==> src/rtl/equiv_sweep_checker_sweep_counter.sv <==
// Input-vector register: clear to zero, step by one, flag the all-ones terminal vector.
module sweep_counter #(
    parameter int N_INPUTS = 3
) (
    input  logic                clk,
    input  logic                reset,
    input  logic                clr,
    input  logic                inc,
    output logic [N_INPUTS-1:0] vec,
    output logic                last
);

    // NOTE: sequential state uses non-blocking assignments so every register samples pre-edge values.
    always_ff @(posedge clk) begin
        if (reset || clr) begin
            vec <= '0;
        end else if (inc) begin
            vec <= vec + N_INPUTS'(1);
        end
    end

    assign last = &vec;

endmodule

==> config.mk <==
export PLATFORM = sky130hd
export DESIGN_NAME = sweep_counter
export DESIGN_NICKNAME = d
export VERILOG_FILES = /design/src/rtl/equiv_sweep_checker_sweep_counter.sv
export SDC_FILE = /design/constraint.sdc
export NUM_CORES = 1
export LEC_CHECK = 0
export BUFFER_PORTS_ARGS = -buffer_cell sky130_fd_sc_hd__clkbuf_2
export CAP_MARGIN = 0
export CORE_AREA = 2 2 39 41
export CTS_CLUSTER_DIAMETER = 100
export CTS_CLUSTER_SIZE = 40
export DETAILED_ROUTE_END_ITERATION = 12
export DIE_AREA = 0 0 41 43
export PLACE_DENSITY = 0.34
export SETUP_SLACK_MARGIN = 0.05
export SLEW_MARGIN = 10
export SYNTH_ARGS = -nofsm -noshare
export SYNTH_HDL_FRONTEND = slang
export SYNTH_SLANG_ARGS = --single-unit
==> constraint.sdc <==
create_clock -name clk -period 1.2 [get_ports clk]
set_input_delay 0.24 -clock clk [delete_from_list [all_inputs] [get_ports clk]]
set_output_delay 0.24 -clock clk [all_outputs]
set_load 0.05 [all_outputs]
### Word-level counts from Yosys, hierarchy flattened

Cells that the tools add are included.

| operators by class | value |
|---|---|
| $add $sub $neg | 1 |
| reduce and logical (&&, ||, !) cells | 2 |

Operators with widths:

| cell | count |
|---|---|
| adder 3 x 1 -> 3 bit, second input constant | 1 |
| AND reduction 3 bit | 1 |
| logical OR 1 bit | 1 |

| word-level totals | value |
|---|---|
| flip-flop bits (word level) | 3 |
| bits of input ports | 4 |
| output and inout port bits | 4 |
| word-level logic and storage cells | 4 |

### Depth between registers and ports, before layout

| logic depth | value |
|---|---|
| depth after elaboration | 1 |
| mapped depth | 4 |
| depth with buffers taken out | 4 |

### Worst setup path after synthesis

No wires, ideal clock.

| timing | value |
|---|---|
| path type | register to output |
| from | register vec[0] |
| to | output port last |
| stages on the path, launching flop included | 3 |
| path buffers | 0 |
| arrival time | 1.324 ns |
| setup slack | -0.364 ns |
| required time | 0.960 ns |
| cell sequence | dfxtp_1 > ha_1 > ha_1 |

| between the ends | value |
|---|---|
| word-level cells in the longest chain between the ends | 1 |

RTL lines:

| what | line | RTL |
|---|---|---|
| from (decl) | 9 | `output logic [N_INPUTS-1:0] vec,` |
| from (signal assigned) | 18 | `vec <= vec + N_INPUTS'(1);` |
| AND reduction 3 bit | 22 | `assign last = &vec;` |
| to (decl) | 10 | `output logic last` |

Every way passes these cells.

### Worst setup path in the final report

Ends and elaborated chain as after synthesis.

==> flow_summary.toml <==
[cts]
clkTransAtPathRegs_ns = 0.04
clock_path_buffers = 2
root_buffer = "clkbuf_4"
cts_hold_buf = 0
cts-htree-levels = 1
cts_tree = "built"
numCtsBuffers = 3
clock-sinks = 3
worstSkewPairLatency_ns = 0.23

[layout]
final_common_cell = "clkbuf_2"
layout-drive-gt1-share = 0.7273
area.growth.synth_to_final_pct = 100.9
final_nets = 29
final_cell_mix = "clkbuf_2, clkbuf_4"
post-route-cell-area_sq_um = 269.0
instances_no_fill = 38
top_regs = "vec x3"
largest_register_ffs = 3
top_register = "vec"
antennaDiodeCount = 0
post-route-util = 0.1944

[synth]
synth_top_area_share = 0.4486
synthAdderAreaFrac = 0.1869
synth_area_leaders = "dfxtp_1, ha_1, mux2i_1, nor3_1, nor3_2"
syn_area_sq_um = 133.9
muxShareOfSynthArea = 0.1495
synth_cell_type_count = 6
ys_seq_elements = 3
syn_nets = 17
ys_seq_area_frac = 0.4486
synth-compound-area-share = 0
synth_top_family_by_area = "adder cells"
syn_inst = 11
yosys.area.top_type = "dfxtp_1"
syn_avg_cell_area_sq_um = 12.17
synth_warnings = 0
synth-xor-area-share = 0.06542
synth_simple_gate_area_frac = 0.1495

[routing]
dr.pass1.iters = 2
totalWireLength_um = 340
via_per_inst = 3.395
antenna_left = 0
vias = 129
drc = 0
drt-wirelength-per-cell_um = 8.947
drt_iter0_drc = 2

[timing]
fin_crit_ns = 1.290
period_share = 1.075
slew_viol_final = 0
max_freq_ghz = 0.7751
setup-violations-final = 1
finClkSkew_ns = 0.001217
max_slew_margin = 0.8133
tightest_slew_ns = 0.2813
grt_setup_unrepaired = "true"
fin_ws_ns = -0.09007
finalHoldViolations = 0

[placed_design]
port_buffers = 7
routabilityCongestion = 0.5085
placed_area_sq_um = 210.2
dpl.cell_count = 34

[floorplan]
rows = 14
start_util = 0.09674
fp.dieH_um = 43
core_area_sq_mm = 0.001384
die_w_um = 41
io_pins = 8
die_area_sq_mm = 0.001763

[setup_path]
required_ns = 0.96
start_kind = "register"
worstSetupStartpoint = "vec[0]"
crit_path_end = "last"
reg2reg_setup_slack_ns = 0.15
critical_path_class = "register to primary output"
endpoint_kind = "primary output"
rr_endpoint = "vec[2]"
worst-endpoint-arrival_ns = 1.05
path_max_fanout = 3
reg2reg_depth = 4
r2r_start = "vec[0]"

[grt]
track_usage = 0.05216
grt_pass1_vias = 132
grt_max_degree = 4
met3_usage = 0.04712
gr-usage-met1 = 0.05128
grt-busiest-layer = "met4"
grt_first_pass_wirelength_um = 510
grtUsageMet2 = 0.05625
antenna_found_initial = 0
grt_overflow = 0

[power_and_ir_drop]
swShare = 0.2337
max-vdd-ir-drop_mv = 0.4201
pwr-share-seq = 0.335
p_leak_nw = 0.1102
power.density_mw_per_mm2 = 1145
switchingPower_mw = 0.07200
intPower_mw = 0.2361
comb_power_share = 0.097
pwr-share-clk = 0.567

[worst_hold_path]
holdCritPathClass = "input port to register"

[job]
cap_violations = 0

[status]
status = "finished with violations"
violations = "negative setup slack"
[metrics by stage]
stage | hold slack (ns) | TNS [ns] | power, mW | worst slack [ns]
after floorplan | 0.2997 | 0 | 0.1203 | 0.06933
after global placement | 0.4351 | 0 | 0.1320 | 0.03687
after detailed placement | 0.4403 | 0 | 0.1334 | 0.01458
after CTS | 0.1926 | -0.1083 | 0.3198 | -0.1083
after global routing | 0.2045 | -0.1202 | 0.3304 | -0.1202
final | 0.2014 | -0.09007 | 0.3081 | -0.09007
[power by group through the flow]
| stage | Combinational, mW | Clock (mW) | Sequential (mW) |
|---|---|---|---|
| after floorplan | 0.00833 | 0 | 0.112 |
| after global placement | 0.0285 | 0 | 0.103 |
| after detailed placement | 0.0296 | 0 | 0.104 |
| after CTS | 0.0304 | 0.186 | 0.103 |
| after global routing | 0.0323 | 0.195 | 0.104 |
| final | 0.0300 | 0.175 | 0.103 |
[metal layers]
layer	share of wire	wire, um
met5	0	0
met3	0.11	37
met2	0.41	139
met1	0.48	163
met4	0	0
[layout make-up]
cell class / count / area (sq um)
well taps: 16 / 20.02
multi-input cells: 8 / 98.84
fillers: 160 / 1115
repair buffers: 7 / 55.05
clock buffers: 4 / 26.28
flip-flops and latches: 3 / 68.82
[repair_timing]
action                                  CTS  global route
endpoints found under the setup margin    1             1
endpoints found under the hold margin     0             0
gates resized for setup                   5             0
buffers inserted                          0             0
pin swaps                                 1             0
[critical path, cell delays in order, from the launching register on]
cell,delay (ns)
dfxtp_4,0.35
ha_4,0.16
ha_4,0.15
clkbuf_16,0.16
[worst min path at each step]
| stage | from | endpoint | slack [ns] | cells past startpoint |
|---|---|---|---|---|
| CTS | clr | vec[0] | 0.19 | 2 |
| global route | clr | vec[0] | 0.20 | 2 |
| floorplan | clr | vec[0] | 0.30 | 1 |
| global placement | reset | vec[0] | 0.44 | 2 |
| detailed placement | clr | vec[0] | 0.44 | 2 |
| finish | clr | vec[0] | 0.20 | 2 |
[kinds of logic after synthesis]
family,count (synthesis)
DFF,3
adders and majority gates,2
muxes,2
and+or+nand+nor,3
xor gates and xnor gates,1
[synthesized netlist by cell type]
library cell and number:
dfxtp_1 3, nor3_1 2, mux2i_1 2, xnor2_1 1
ha_1 2, nor3_2 1
No activity file was read; power rests on OpenSTA's default activity.
